## src/rtl/camera_rx.sv

```systemverilog
`default_nettype none
// ============================================================================
//  Module      : camera_rx
//  Description : Requests words from a camera, captures one word at a time
//                and unpacks it into NPIX pixels on a valid/ready stream
//                with frame coordinates and start/end markers. A sticky
//                flag reports frames whose end marker does not line up with
//                the last pixel position.
//  Revision    : 1.0 - initial release
// ----------------------------------------------------------------------------
//  Ports
//    clk            : single clock, all logic on rising edge
//    rst            : synchronous active-high reset
//    recieve_ready  : word request to the camera
//    in_progress    : camera has accepted the request
//    data           : camera word (BUS_WIDTH bits)
//    data_valid     : data holds a valid word
//    frame_end      : level; rising edge marks the last word of a frame
//    pix_data       : pixel, channel 0 in the MSBs
//    pix_valid      : pix_data valid
//    pix_ready      : downstream accepts (transfer on pix_valid & pix_ready)
//    pix_x / pix_y  : column / row of the current pixel
//    pix_sof        : first pixel of frame (qualified by pix_valid)
//    pix_eol        : last pixel of row (qualified by pix_valid)
//    pix_eof        : last pixel of frame (qualified by pix_valid)
//    err_frame_len  : sticky frame-length mismatch flag
// ============================================================================
module camera_rx #(
    parameter int BUS_WIDTH = 96,
    parameter int SHAPE_H   = 480,
    parameter int SHAPE_W   = 848,
    parameter int SHAPE_CH  = 3
) (
    input  logic                       clk,
    input  logic                       rst,
    output logic                       recieve_ready,
    input  logic                       in_progress,
    input  logic [BUS_WIDTH-1:0]       data,
    input  logic                       data_valid,
    input  logic                       frame_end,
    output logic [8*SHAPE_CH-1:0]      pix_data,
    output logic                       pix_valid,
    input  logic                       pix_ready,
    output logic [$clog2(SHAPE_W)-1:0] pix_x,
    output logic [$clog2(SHAPE_H)-1:0] pix_y,
    output logic                       pix_sof,
    output logic                       pix_eol,
    output logic                       pix_eof,
    output logic                       err_frame_len
);

    localparam int PIX_W = 8 * SHAPE_CH;
    localparam int NPIX  = BUS_WIDTH / PIX_W;
    localparam int XW    = $clog2(SHAPE_W);
    localparam int YW    = $clog2(SHAPE_H);
    localparam int KW    = (NPIX > 1) ? $clog2(NPIX) : 1;

    localparam logic [XW-1:0] c_X_LAST = XW'(SHAPE_W - 1);
    localparam logic [YW-1:0] c_Y_LAST = YW'(SHAPE_H - 1);
    localparam logic [KW-1:0] c_K_LAST = KW'(NPIX - 1);

    localparam logic [1:0] c_IDLE   = 2'd0;
    localparam logic [1:0] c_REQ    = 2'd1;
    localparam logic [1:0] c_WAIT   = 2'd2;
    localparam logic [1:0] c_UNPACK = 2'd3;

    // Reject geometries the unpacker cannot tile exactly.
    generate
        if ((BUS_WIDTH % PIX_W) != 0 || NPIX < 1 ||
            ((SHAPE_H * SHAPE_W) % NPIX) != 0 ||
            SHAPE_W < 2 || SHAPE_H < 2) begin : g_param_check
            $error("camera_rx: unsupported BUS_WIDTH/SHAPE parameters");
        end
    endgenerate

    logic [1:0]           r_state;
    logic [BUS_WIDTH-1:0] r_buf;
    logic [KW-1:0]        r_k;
    logic                 r_word_fe;
    logic                 r_frame_end_d;
    logic [XW-1:0]        r_x;
    logic [YW-1:0]        r_y;
    logic                 r_err;

    logic w_unpack;
    logic w_xfer;
    logic w_x_last;
    logic w_y_last;
    logic w_k_last;
    logic w_frame_last;
    logic w_slot_last;

    assign w_unpack     = (r_state == c_UNPACK);
    assign w_xfer       = w_unpack & pix_ready;
    assign w_x_last     = (r_x == c_X_LAST);
    assign w_y_last     = (r_y == c_Y_LAST);
    assign w_k_last     = (r_k == c_K_LAST);
    assign w_frame_last = w_x_last & w_y_last;
    // The frame's last pixel must be exactly the final slot of the word that
    // carries the frame_end edge; any other pairing is a length mismatch.
    assign w_slot_last  = r_word_fe & w_k_last;

    always_ff @(posedge clk) begin
        if (rst) begin
            r_state       <= c_IDLE;
            r_buf         <= '0;
            r_k           <= '0;
            r_word_fe     <= 1'b0;
            r_frame_end_d <= 1'b0;
            r_x           <= '0;
            r_y           <= '0;
            r_err         <= 1'b0;
        end else begin
            case (r_state)
                c_IDLE: r_state <= c_REQ;
                c_REQ: begin
                    if (in_progress) begin
                        r_state <= c_WAIT;
                    end
                end
                c_WAIT: begin
                    if (data_valid) begin
                        r_buf         <= data;
                        // Edge is taken between consecutive captured words,
                        // so a level held across idle cycles is counted once.
                        r_word_fe     <= frame_end & ~r_frame_end_d;
                        r_frame_end_d <= frame_end;
                        r_k           <= '0;
                        r_state       <= c_UNPACK;
                    end
                end
                c_UNPACK: begin
                    if (w_xfer) begin
                        // Shift so the next pixel always sits in the MSBs.
                        r_buf <= r_buf << PIX_W;
                        r_k   <= r_k + 1'b1;
                        if (w_x_last) begin
                            r_x <= '0;
                            r_y <= w_y_last ? '0 : r_y + 1'b1;
                        end else begin
                            r_x <= r_x + 1'b1;
                        end
                        if (w_slot_last != w_frame_last) begin
                            r_err <= 1'b1;
                        end
                        if (w_k_last) begin
                            r_state <= c_REQ;
                        end
                    end
                end
                default: r_state <= c_IDLE;
            endcase
        end
    end

    assign recieve_ready = (r_state == c_REQ);
    assign pix_valid     = w_unpack;
    assign pix_data      = r_buf[BUS_WIDTH-1 -: PIX_W];
    assign pix_x         = r_x;
    assign pix_y         = r_y;
    assign pix_sof       = w_unpack & (r_x == '0) & (r_y == '0);
    assign pix_eol       = w_unpack & w_x_last;
    assign pix_eof       = w_unpack & w_x_last & w_y_last;
    assign err_frame_len = r_err;

endmodule
`default_nettype wire

```

## config.mk

```make
export PLATFORM = sky130hd
export DESIGN_NAME = camera_rx
export DESIGN_NICKNAME = d
export VERILOG_FILES = /design/src/rtl/camera_rx.sv
export SDC_FILE = /design/constraint.sdc
export NUM_CORES = 1
export LEC_CHECK = 0
export CORE_ASPECT_RATIO = 1.5
export CORE_MARGIN = 1
export CORE_UTILIZATION = 30
export CTS_CLUSTER_DIAMETER = 50
export DETAILED_ROUTE_END_ITERATION = 8
export GPL_ROUTABILITY_DRIVEN = 0
export PLACE_DENSITY_LB_ADDON = 0.12
export SLEW_MARGIN = 10
export SYNTH_ARGS = -nofsm -noshare
export SYNTH_HDL_FRONTEND = slang
export SYNTH_SLANG_ARGS = --single-unit
```

## constraint.sdc

```tcl
create_clock -name clk -period 2.6 [get_ports clk]
set_clock_uncertainty 0.05 [all_clocks]
set_input_delay 0.52 -clock clk [delete_from_list [all_inputs] [get_ports clk]]
set_output_delay 0.52 -clock clk [all_outputs]
set_load 0.1 [all_outputs]
```

# Yosys cells after proc, flatten, opt, wreduce, memory -nomap -nowiden
# Index checks and enable logic that the tools add are counted.
classes:
  add_sub_neg: 3
  eq_ne: 11
  muxes: 13
  bitwise: 9
  n_reduce_logical: 10
ops:
  columns: ["cell", "n"]
  rows:
  - ["$mux W96", 2]
  - ["$pmux W96 S2", 1]
  - ["$mux W2", 6]
  - ["$add A10 B1 Y10 const B", 1]
  - ["$eq A10 B10 Y1 const B", 1]
  - ["$logic_not A10 Y1", 1]
  - ["$mux W10", 1]
  - ["$add A9 B1 Y9 const B", 1]
  - ["$eq A9 B9 Y1 const B", 1]
  - ["$logic_not A9 Y1", 1]
  - ["$mux W9", 1]
  - ["$reduce_and A3 Y1", 3]
  - ["$and A1 B1 Y1", 8]
  - ["$pmux W2 S4", 1]
  - ["$eq A2 B2 Y1 const B", 3]
  - ["$ne A2 B1 Y1 const B", 3]
  - ["$pmux W2 S2", 1]
  - ["$reduce_and A2 Y1", 2]
  - ["$reduce_and A4 Y1", 1]
  - ["$add A2 B1 Y2 const B", 1]
  - ["$eq A2 B1 Y1 const B", 1]
  - ["$logic_not A2 Y1", 1]
  - ["$ne A2 B2 Y1 const B", 1]
  - ["$reduce_bool A2 Y1", 1]
  - ["2 further kinds", 2]
totals:
  regBits: 122
  inputBits: 102
  out_inout_bits: 49
  word_cells: 54

# Longest topological paths before layout
# Gate-level depths: netlist of the first run.
depth:
  word_depth: 4
  ltp_mapped: 8
  ltp_nobuf: 6

# Worst setup path before layout of the first run
# OpenSTA, ideal clock, no wires.
synth_path:
  path_type: "register to output"
  startpoint: "register r_state[0]"
  endpoint: "output pix_sof"
  t_arrival_ps: 4809
  required_ps: 2030
  path_slack_ps: -2779
  path_stages_with_launch: 7
  n_path_buf: 3
  path_cell_list: "dfxtp_1 ha_1 clkbuf_8 buf_2 clkbuf_1 nand3_1 nor4_1"
synth_between:
  elab_chain_len: 3
synth_lines:
  columns: ["item", "line", "rtl"]
  rows:
  - ["from (decl)", "76", "logic [1:0] r_state;"]
  - ["from (signal assigned)", "105", "r_state <= c_IDLE;"]
  - ["from (signal assigned)", "115", "c_IDLE: r_state <= c_REQ;"]
  - ["from (signal assigned)", "118", "r_state <= c_WAIT;"]
  - ["$eq A2 B2 Y1", "93", "assign w_unpack = (r_state == c_UNPACK);"]
  - ["named net pix_valid", "42", "output logic pix_valid,"]
  - ["$and A1 B1 Y1 (2 in a row)", "161", "assign pix_sof = w_unpack & (r_x == '0) & (r_y == '0);"]
  - ["to (decl)", "46", "output logic pix_sof,"]
# The timed path passes the listed nets, and every way through them passes these cells.

# Final worst setup path of the first run
layout_path:
  startpoint: "register r_y[0], in the netlist pix_y[0]"
  endpoint: "output pix_eof"
layout_between:
  elab_chain_len: 2
layout_lines:
  columns: ["item", "line", "rtl"]
  rows:
  - ["from (decl)", "82", "logic [YW-1:0] r_y;"]
  - ["from (signal assigned)", "139", "r_y <= w_y_last ? '0 : r_y + 1'b1;"]
  - ["$eq A9 B9 Y1", "96", "assign w_y_last = (r_y == c_Y_LAST);"]
  - ["$and A1 B1 Y1", "163", "assign pix_eof = w_unpack & w_x_last & w_y_last;"]
  - ["to (decl)", "48", "output logic pix_eof,"]
# No other way between the ends.

==> results of run 1 <==
[power by group through the flow]
stage          combinational [mW]  clock (mW)  sequential (mW)
4_1_cts                      3.76        2.65             2.70
2_1_floorplan                3.05           0             2.65
3_3_place_gp                 3.69           0             2.72
5_1_grt                      4.01        2.73             2.76
6_report                     3.71        2.58             2.69
3_5_place_dp                 3.75           0             2.74
[area by class of cell]
type	instances	area, µm²
fillers	1794	10200
multi-input cells	413	2810
flip-flops and latches	122	2470
repair buffers	164	1610
clock buffers	22	494
well taps	248	310
clock inverters	10	163
inverters	8	30.0
[sequential cells by signal, summed over array words and instances (netlist names)]
name and count:
r_buf 96, pix_x 10, pix_y 9, r_k 2, err_frame_len 1, r_word_fe 1, r_state 2, r_frame_end_d 1
[synthesized netlist by cell type]
cell | instances | area [µm²]
dfxtp_1 | 122 | 2440
nor2_1 | 92 | 345
a211oi_1 | 75 | 563
mux2i_1 | 73 | 731
a21oi_1 | 35 | 175
nand2_1 | 32 | 120
clkbuf_1 | 31 | 116
buf_4 | 24 | 180
nand3b_1 | 24 | 180
nand3_1 | 13 | 65.1
buf_1 | 8 | 30.0
ha_1 | 8 | 100
inv_1 | 8 | 30.0
buf_2 | 6 | 30.0
nand4_1 | 6 | 37.5
xnor2_1 | 6 | 52.6
o21ai_0 | 5 | 25.0
or3_1 | 5 | 31.3
and3_1 | 4 | 25.0
nor3_1 | 4 | 20.0
xor2_1 | 4 | 35.0
a21o_1 | 3 | 22.5
and2_1 | 3 | 18.8
nor4_1 | 3 | 18.8
nand2b_1 | 2 | 12.5
or4_4 | 2 | 22.5
a21boi_0 | 1 | 7.51
a221oi_1 | 1 | 8.76
a22oi_1 | 1 | 7.51
and4b_1 | 1 | 10.0
buf_6 | 1 | 11.3
clkbuf_8 | 1 | 13.8
nand2_2 | 1 | 6.26
nor2b_1 | 1 | 6.26
nor3b_1 | 1 | 7.51
nor4_2 | 1 | 12.5
nor4b_1 | 1 | 8.76
o21ba_2 | 1 | 10.0
o311ai_0 | 1 | 8.76
or2_2 | 1 | 6.26
or3_4 | 1 | 11.3
or4_1 | 1 | 7.51
[kinds of logic after synthesis]
kind of cell	after synthesis	synth area share
AO/OA/AOI/OAI	123	0.149
buffers and inverters	79	0.0738
XOR/XNOR	10	0.0157
AND/OR/NAND/NOR	199	0.175
flip-flops	122	0.438
multiplexers	73	0.131
adder cells (fa/ha/maj)	8	0.0180
[timing repair]
item                                    4_1_cts  5_1_grt
endpoints found under the setup margin        1        1
hold buffers                                  0        0
gates resized for setup                       3        3
cloned                                        0        0
[per-stage QoR]
step	total power, mW	utilization	std cells
finish	8.98	0.436	987
global route	9.50	0.436	987
CTS	9.11	0.435	987
detailed placement	6.49	0.398	955
global placement	6.40	0.398	955
floorplan	5.70	-	614
[layer usage]
layer  GRT usage  wire [µm]
met5           0          0
met4      0.0618        226
met3      0.0519        800
met2       0.270       7380
met1       0.183       6430
[critical path: stages (launching register included)]
cell     delay, ns
dfxtp_2       0.40
ha_4          0.18
nand3_1       0.11
nor4b_2       0.25
buf_4         0.18
and3_2        0.21
buf_12        0.17
[worst paths after layout]
| path | from | end | slack [ns] | cells past startpoint |
|---|---|---|---|---|
| max | pix_y[0] | pix_eof | 0.13 | 6 |
| min | r_buf[14] | r_buf[14] | 0.40 | 2 |
| max reg2reg | pix_x[4] | pix_y[5] | 0.57 | 4 |
| min reg2reg | r_buf[14] | r_buf[14] | 0.40 | 2 |
==> reports/qor.yml, run 1 <==
outcome: "complete, no violations"
grt_max_degree: 99
ys_ff_latch: 122
p_leak_nw: 2.75
wirelength_um: 14800
cp-end-kind: "output pin"
die_area_mm2: 0.0191
p_seq_frac: 0.299
yosysSeqAreaShare: 0.438
port-buffer-count: 150
dr_total_vias: 4657
drive_gt1_frac: 0.180
holdWs_ns: 0.397
path_clk_slew_ns: 0.05
tightest_slew_ns: 0.614
crit_required_ns: 2.03
p_int_mw: 5.41
final_common_cell: "dfxtp_1"
worstHoldPathType: "reg -> reg"
grt.overflow.total: 0
worst_ep_arrival_time_ns: 1.90
fin_tns_setup_ns: 0
grt_pass1_wl_um: 23500
finalCritPeriodShare: 0.952
row_count: 60
peakVddDrop_v: 0.000556
synth.avg_cell_area_um2: 9.08
track_usage: 0.159
path_class: "reg -> out"
slew_viol_final: 0
slew_headroom: 0.590
initial_utilization: 0.308
avgRoutedWirePerCell_um: 15.0
cts_buffers: 17
grt_pass1_vias: 4543
antenna_found_initial: 0
cts_tree: "yes"
htree_levels: 4
syn-cell-area_mm2: 0.00557
root_buffer: "clkbuf_16"
areaGrowthSynthToFinish_pct: 41.5
min_period_ns: 2.47
synth_warnings: 0
drtIter0Drc: 176
fmax_ghz: 0.404
switchingPower_mw: 3.56
ios: 151
power_frac_comb: 0.413
post-place-ws_ns: 0.268
hpwl_um: 10500
drc: 0
firstDrtPassIters: 4
synthCells: 614
ant_nets: 0
die_w_um: 113
viasPerCell: 4.72
hold_viol: 0
finalSetupViolations: 0
power_density_mw_per_mm2: 1140
grt_setup_unrepaired: "false"
clockBufferDepth: 2
cts_sinks: 122
cts_setup_buffers: 0
setup_slack_ns: 0.125
n_antenna_cell: 0
final_cell_mix: "dfxtp_1 (102), clkdlybuf4s50_1 (100), nor2_1 (92)"
core_area_mm2: 0.0181
cp-start-kind: "flip-flop"
cap_violations: 0
synth_fp_nets: 724
num-nets-final: 836
dpl_cell_area_mm2: 0.00719
switching_share: 0.397
postLayoutCellArea_mm2: 0.00789
clkLatencyLatePin_ns: 0.41
fp.dieH_um: 169
cp_max_fo: 5
clkPwrFrac: 0.288
yosysUniqueCellTypes: 42
(Power assumes the default switching activity.)
==> run 2: changes to the inputs <==
- CORE_UTILIZATION: 30 -> 49
==> run 2 against run 1 <==
  * Clock-buffer cell count unchanged
  * Sequential share of layout area grew 1.1 points
  * Critical path depth is the same
  * Critical endpoint unchanged
  * Largest power group unchanged
==> reports/qor.yml, run 2 (same netlist as run 1, synthesis figures left out) <==
cp-end-kind: "output pin"
hold-path-cell-count: 2  # unchanged
antenna_found_initial: 0  # unchanged
finalCritPeriodShare: 0.960  # +0.00853
peakVddDrop_v: 0.000751  # +35%
dr_total_vias: 4686  # +0.62%
areaGrowthSynthToFinish_pct: 36.6
placed_cells: 850  # -11%
wirelength_um: 13300  # -10%
slew_headroom: 0.621  # +0.0310
final_cells: 882  # -11%
clockBufferDepth: 2  # unchanged
regArea_mm2: 0.00247  # unchanged
grt_pass1_wl_um: 21200  # -9.8%
ant_nets: 0  # unchanged
track_usage: 0.231  # +0.0718
path_class: "reg -> out"
final_cell_mix: "dfxtp_1 (102), clkdlybuf4s50_1 (100), nor2_1 (92)"
rr_startpoint: "r_state[0]"
tightest_slew_ns: 0.568  # -0.0466 ns
ios: 151  # unchanged
initial_utilization: 0.504  # +0.196
firstDrtPassIters: 4  # unchanged
n_fill_cell: 917  # -49%
worst_ep_arrival_time_ns: 1.93  # +0.03 ns
grt.overflow.total: 0  # unchanged
grt_setup_unrepaired: "false"
drc: 0  # unchanged
hp-start: "r_buf[2]"
cap_violations: 0  # unchanged
path_clk_slew_ns: 0.05  # about the same
drtIter0Drc: 192  # +9.1%
fp.dieH_um: 133  # -21%
hold_viol: 0  # unchanged
reg2reg_setup_slack_ns: 0.52  # -0.05 ns
hold_end: "r_buf[2]"
power_density_mw_per_mm2: 1130  # -0.93%
drive_gt1_frac: 0.173  # -0.00718
dpl_cell_area_mm2: 0.00700  # -2.7%
avgRoutedWirePerCell_um: 15.1  # +0.43%
die_area_mm2: 0.0118  # -38%
row_count: 47  # -22%
final_core_util: 0.689  # +0.253
holdWs_ns: 0.400  # +0.00277 ns
p_leak_nw: 2.68  # -2.6%
worstHoldPathType: "reg -> reg"
crit_required_ns: 2.03  # about the same
root_buffer: "clkbuf_16"
r2r_end: "r_buf[69]"
clkLatencyLatePin_ns: 0.41  # about the same
min_period_ns: 2.50  # +0.0222 ns
finalSetupViolations: 0  # unchanged
cts_tree: "yes"
cp-start-kind: "flip-flop"
outcome: "complete, no violations"
n_antenna_cell: 0  # unchanged
postLayoutCellArea_mm2: 0.00761  # -3.4%
hpwl_um: 9080  # -13%
r2r_cells: 7  # +3
die_w_um: 89.1  # -21%
largest_reg_flops: 96  # unchanged
multi_input_area_mm2: 0.00279  # -0.76%
htree_levels: 4  # unchanged
viasPerCell: 5.31  # +13%
cp_max_fo: 5  # unchanged
fmax_ghz: 0.400  # -0.89%
cts_sinks: 122  # unchanged
cts_buffers: 17  # unchanged
final_common_cell: "dfxtp_1"
core_area_mm2: 0.0111  # -39%
largest_register: "r_buf"
grt_pass1_vias: 4527  # -0.35%
slew_viol_final: 0  # unchanged
cts_setup_buffers: 0  # unchanged
grt_max_degree: 131  # +32%
port-buffer-count: 150  # unchanged
num-nets-final: 832  # -0.48%
-- run 2: repair_timing --
item	CTS	global route
hold buffers	0	0
endpoints found under the hold margin	0	0
setup endpoints to repair	0	2
gates resized for setup	0	3
-- run 2: worst max path at each step --
stage	to	cells after the start	start
2_1_floorplan	pix_sof	6	r_state[1]
3_3_place_gp	r_buf[30]	6	data_valid
3_5_place_dp	r_buf[64]	6	pix_ready
4_1_cts	pix_eof	6	pix_y[0]
5_1_grt	pix_eof	6	pix_y[0]
6_report	pix_eof	6	pix_y[0]
-- run 2: layer usage --
| metal | GRT usage | routed length, µm | vias up |
|---|---|---|---|
| met5 | 0 | 0 | - |
| li1 | - | - | 2389 |
| met1 | 0.258 | 5430 | 2140 |
| met2 | 0.395 | 6770 | 128 |
| met4 | 0.106 | 357 | 0 |
| met3 | 0.0655 | 758 | 29 |
-- run 2: cell type report --
class,count,share of cell area
inverter,8,0.00394
clock inverter,10,0.0153
timing repair buffer,160,0.202
sequential,122,0.325
tap,147,0.0242
clock buffer,22,0.0636
multi-input combinational,413,0.366
-- run 2: stage by stage --
stage | TNS, ns | setup WS, ns | total power, mW
2_1_floorplan | -0.242 | -0.169 | 5.70
3_3_place_gp | 0 | 0.350 | 6.18
3_5_place_dp | 0 | 0.241 | 6.30
4_1_cts | 0 | 0.00682 | 8.67
5_1_grt | 0 | 0.0256 | 9.06
6_report | 0 | 0.103 | 8.59
-- run 2: critical path: stages, from the launching register on --
cell,delay (ns)
dfxtp_2,0.38
ha_2,0.24
nand3_1,0.12
nor4b_2,0.22
buf_4,0.18
and3_2,0.21
buf_12,0.17
-- run 2: report_power, final --
group	switching (mW)	total (mW)	internal (mW)
Sequential	0.290	2.69	2.40
Clock	0.822	2.33	1.51
Combinational	2.40	3.57	1.17
Total	3.51	8.59	5.08
==> run 3: changes to the inputs <==
- REMOVE_ABC_BUFFERS: not set -> 1
==> run 3 against run 2 <==
  * Critical path depth decreased by 3
  * Register-to-register slack improved by 0.05 ns
  * Largest power group unchanged
  * Via count increased by 0.62%
  * Routed wire length decreased by 0.34%
  * Sequential share of layout area decreased by 0.47 points
  * Die area unchanged
==> reports/qor.yml, run 3 (same netlist as run 1, synthesis figures left out) <==
track_usage: 0.229  # -0.00181
met1_usage: 0.257  # -0.000891
drive_gt1_frac: 0.149  # -0.0235
cts_tree: "yes"
finalCritPeriodShare: 0.967  # +0.00615
final_core_util: 0.691  # +0.00260
p_leak_nw: 2.69  # +0.36%
antenna_found_initial: 0  # unchanged
fin_tns_setup_ns: 0  # unchanged
outcome: "complete, no violations"
clockBufferDepth: 2  # unchanged
switching_share: 0.406  # -0.00338
finalSetupViolations: 0  # unchanged
initial_utilization: 0.504  # unchanged
slew_viol_final: 0  # unchanged
finalPower_mw: 8.66  # +0.86%
top_usage_layer: "met2"
viasPerCell: 5.33  # +0.39%
largest_reg_flops: 96  # unchanged
tightest_slew_ns: 0.604  # +0.0359 ns
areaGrowthSynthToFinish_pct: 37.1
cap_violations: 0  # unchanged
ios: 151  # unchanged
n_antenna_cell: 0  # unchanged
grt_pass1_vias: 4499  # -0.62%
crit_required_ns: 2.03  # about the same
worst_ep_arrival_time_ns: 1.94  # about the same
ant_nets: 0  # unchanged
grt.met3_usage: 0.0667  # +0.00125
clkLatencyLatePin_ns: 0.40  # about the same
row_count: 47  # unchanged
grt_max_degree: 98  # -25%
power_frac_comb: 0.427  # +0.012
die_w_um: 89.1  # unchanged
fmax_ghz: 0.398  # -0.64%
grt_use_met2: 0.404  # +0.00933
drtIter0Drc: 150  # -22%
wirelength_um: 13300  # -0.34%
path_clk_slew_ns: 0.05  # about the same
n_fill_cell: 938  # +2.3%
port-buffer-count: 150  # unchanged
core_area_mm2: 0.0111  # unchanged
peakVddDrop_v: 0.000687  # -8.5%
avgRoutedWirePerCell_um: 15.0  # -0.56%
path_class: "reg -> out"
drc: 0  # unchanged
firstDrtPassIters: 4  # unchanged
grt_setup_unrepaired: "false"
root_buffer: "clkbuf_16"
regArea_mm2: 0.00245  # -1.1%
grt_pass1_wl_um: 21000  # -0.84%
p_int_mw: 5.15  # +1.4%
num-nets-final: 834  # +0.24%
largest_register: "r_buf"
min_period_ns: 2.51  # +0.0160 ns
dr_total_vias: 4715  # +0.62%
p_seq_frac: 0.309  # -0.004
power_density_mw_per_mm2: 1130  # +0.48%
worstHoldPathType: "reg -> reg"
hold_viol: 0  # unchanged
die_area_mm2: 0.0118  # unchanged
multi_input_area_mm2: 0.00279  # unchanged
cts_buffers: 17  # unchanged
final_cell_mix: "dfxtp_1 (119), clkdlybuf4s50_1 (100), nor2_1 (92)"
cts_sinks: 122  # unchanged
setup_slack_ns: 0.0870  # -0.0160 ns
grt.overflow.total: 0  # unchanged
fp.dieH_um: 133  # unchanged
final_common_cell: "dfxtp_1"
cp-start-kind: "flip-flop"
switchingPower_mw: 3.51  # about the same
hpwl_um: 8820  # -2.9%
clkPwrFrac: 0.264  # -0.007
cp_max_fo: 7  # +2
post-place-ws_ns: 0.239  # -0.00196 ns
cp-end-kind: "output pin"
slew_headroom: 0.598  # -0.0239
htree_levels: 4  # unchanged
-- run 3: metal layers --
metal	vias up	share of wire	routed length (µm)
met3	11	0.050	668
met1	2194	0.41	5400
met5	-	0	0
met4	0	0.013	170
met2	120	0.53	7030
li1	2390	-	-
-- run 3: power groups by stage --
stage               combinational (mW)  clock (mW)  sequential (mW)
global placement                  3.61           0             2.69
finish                            3.70        2.29             2.68
detailed placement                3.69           0             2.71
floorplan                         1.52           0             3.11
CTS                               3.71        2.34             2.68
global route                      3.97        2.44             2.74
-- run 3: worst paths after layout --
check             start   endpoint  slack, ns  cells past startpoint
max            pix_x[2]    pix_sof       0.09                      3
min reg2reg   r_buf[17]  r_buf[17]       0.40                      2
min           r_buf[17]  r_buf[17]       0.40                      2
max reg2reg  r_state[0]  r_buf[46]       0.57                      8
-- run 3: stage by stage --
stage / instance area [µm²] / instances / hold WS, ns
finish: 7640 / 884 / 0.400
detailed placement: 7000 / 851 / 0.395
global placement: 7000 / 851 / 0.388
CTS: 7610 / 883 / 0.402
floorplan: 5190 / 543 / 0.375
global route: 7640 / 884 / 0.416
-- run 3: cell type report --
class                           instances  area share
Timing Repair Buffer                  162       0.210
Inverter                                8     0.00393
Sequential cell                       122       0.320
Clock buffer                           21      0.0616
Tap cell                              147      0.0241
Clock inverter                         11      0.0157
Multi-Input combinational cell        413       0.365
-- run 3: timing repair --
item	4_1_cts	5_1_grt
pin swaps	0	1
buffers inserted	0	1
endpoints found under the hold margin	0	0
gates resized for setup	6	4
hold buffers	0	0
endpoints found under the setup margin	3	3
-- run 3: worst max-delay path, stage by stage, from the launching register on --
cell and delay [ns]:
dfxtp_1 0.37, or4_1 0.61, nor4_4 0.35, buf_12 0.22
==> RTL edit (config.mk and constraints of run 1) <==
Put one more register stage on the output `err_frame_len`, with the module's reset. The value now appears one clock later. The other outputs are not delayed to match.
--- a/src/rtl/camera_rx.sv
+++ b/src/rtl/camera_rx.sv
@@ -163,3 +163,9 @@
     assign pix_eof       = w_unpack & w_x_last & w_y_last;
-    assign err_frame_len = r_err;
+    always_ff @(posedge clk) begin
+        if (rst) begin
+            err_frame_len <= '0;
+        end else begin
+            err_frame_len <= r_err;
+        end
+    end
 
Function: changed (a bounded check fails within 10 cycles, from zero or initial values and one cycle with rst high).
==> RTL edit against run 1 <==
- sequential share of layout area up 0.15 points
- register-to-register slack worse by 0.25 ns
- sequential cell count up 1
- power up 0.44%
- design area up 0.52%
- critical path type unchanged
- synthesized area up 0.34%
- wire length down 2.8%
- first-iteration DRC count up 23%
- largest cell class unchanged
- cell count up 1.3%
- setup slack worse by 0.0051 ns
- maximum frequency down 0.21%
- global-route usage down 0.24 points
==> RTL edit: results (changes against run 1) <==
[synth]
synth_nets=737  ; was 724
synth-seq-area-share=0.440  ; was 0.438
yosys-top-cells-area=dfxtp_1, mux2i_1, a211oi_1  ; unchanged
ys_types=38  ; was 42
yosys-top-cells-count=dfxtp_1, nor2_1, a211oi_1  ; unchanged

[global_route]
antenna_found_initial=0  ; unchanged
grt_pass1_vias=4620  ; was 4543
grt_start_max_net_pins=78  ; was 99
grt_pass1_wl_um=23300  ; was 23500 µm
grt_usage=0.156  ; was 0.159

[detailed_routing]
drtIter0Drc=216  ; was 176
vias=4666  ; was 4657
post_drt_wl_per_cell_um=14.4  ; was 15.0 µm

[sta]
slew-limit-headroom=0.480  ; was 0.590

[critical_path]
r2r_slack_ns=0.32  ; was 0.57 ns
rr_startpoint=pix_x[4]  ; unchanged
path_max_fanout=49  ; was 5
reg2reg_to=pix_y[3]  ; was pix_y[5]

[place]
dp_hpwl_um=10200  ; was 10500 µm
pre_cts_ws_ns=0.103  ; was 0.268 ns
placed_area_um2=7250  ; was 7190 µm²

[pwr]
peakVddDrop_mv=0.406  ; was 0.556 mV
p_leak_nw=2.75  ; about the same

[finish]
largest_reg_flops=96  ; unchanged
n_fill_cell=1795  ; was 1794
nets=849  ; was 836
drive_gt1_frac=0.173  ; was 0.180

[clock_tree]
clock_latency_ns=0.42
numCtsBuffers=17  ; unchanged
h-tree-depth=4  ; unchanged
cts_root_buf=clkbuf_16  ; unchanged

[outcome]
outcome=finished, final reports clean  ; unchanged

[hold_path]
whs_endpoint=r_buf[18]  ; was r_buf[14]
min-delay-start=r_buf[18]  ; was r_buf[14]

[RTL edit: final cells by class]
type / count / area share
well taps: 248 / 0.0391
clock buffers: 19 / 0.0559
repair buffers: 166 / 0.205
multi-input cells: 420 / 0.353
flip-flops and latches: 123 / 0.315
clock inverters: 13 / 0.0270
inverters: 11 / 0.00568
[RTL edit: critical path, stage by stage, from the launching register on]
cell and delay [ns]:
dfxtp_2 0.37, ha_4 0.21, buf_4 0.64, buf_12 0.26
[RTL edit: metrics by stage]
step / hold WS [ns] / cells / setup TNS [ns] / util
2_1_floorplan: 0.382 / 627 / -0.199 / -
3_3_place_gp: 0.389 / 967 / 0 / 0.401
3_5_place_dp: 0.394 / 967 / 0 / 0.401
4_1_cts: 0.401 / 999 / 0 / 0.437
5_1_grt: 0.417 / 1000 / 0 / 0.438
6_report: 0.399 / 1000 / 0 / 0.438
[RTL edit: routing by layer]
layer	global-route usage	share of wire	vias to the layer above
li1	-	-	2436
met1	0.185	0.44	2096
met2	0.258	0.49	117
met3	0.0532	0.058	17
met4	0.0618	0.015	0
met5	0	0	-
[RTL edit: cell families (layout without fill, tap and decap cells)]
group | after synthesis | after routing | synth area share
adder cells (fa/ha/maj) | 8 | 8 | 0.0179
buffers and inverters | 84 | 209 | 0.0738
XOR/XNOR | 9 | 9 | 0.0141
AO/OA/AOI/OAI | 123 | 123 | 0.147
flip-flops | 123 | 123 | 0.440
multiplexers | 72 | 72 | 0.129
AND/OR/NAND/NOR | 208 | 208 | 0.178
[RTL edit: how the worst max path moves through the flow]
| stage | startpoint | to | slack [ns] | depth (start not counted) |
|---|---|---|---|---|
| detailed placement | pix_ready | pix_y[6] | 0.10 | 5 |
| global route | r_state[1] | pix_valid | 0.0005 | 3 |
| global placement | pix_ready | pix_y[3] | 0.12 | 5 |
| floorplan | r_state[1] | pix_sof | -0.20 | 6 |
| finish | r_state[1] | pix_valid | 0.12 | 3 |
| CTS | pix_x[0] | pix_eof | 0.004 | 6 |
[RTL edit: what timing repair did]
action | 4_1_cts | 5_1_grt
cloned | 0 | 0
gates resized for setup | 1 | 2
endpoints found under the setup margin | 2 | 2
pin swaps | 0 | 1
setup buffers | 0 | 1
hold buffers | 0 | 0
[RTL edit: power by group]
group	leakage (nW)	internal, mW	total [mW]	switching, mW
Sequential	1.02	2.41	2.70	0.282
Combinational	1.42	1.29	3.70	2.41
Clock	0.314	1.73	2.62	0.886
Total	2.75	5.44	9.02	3.58
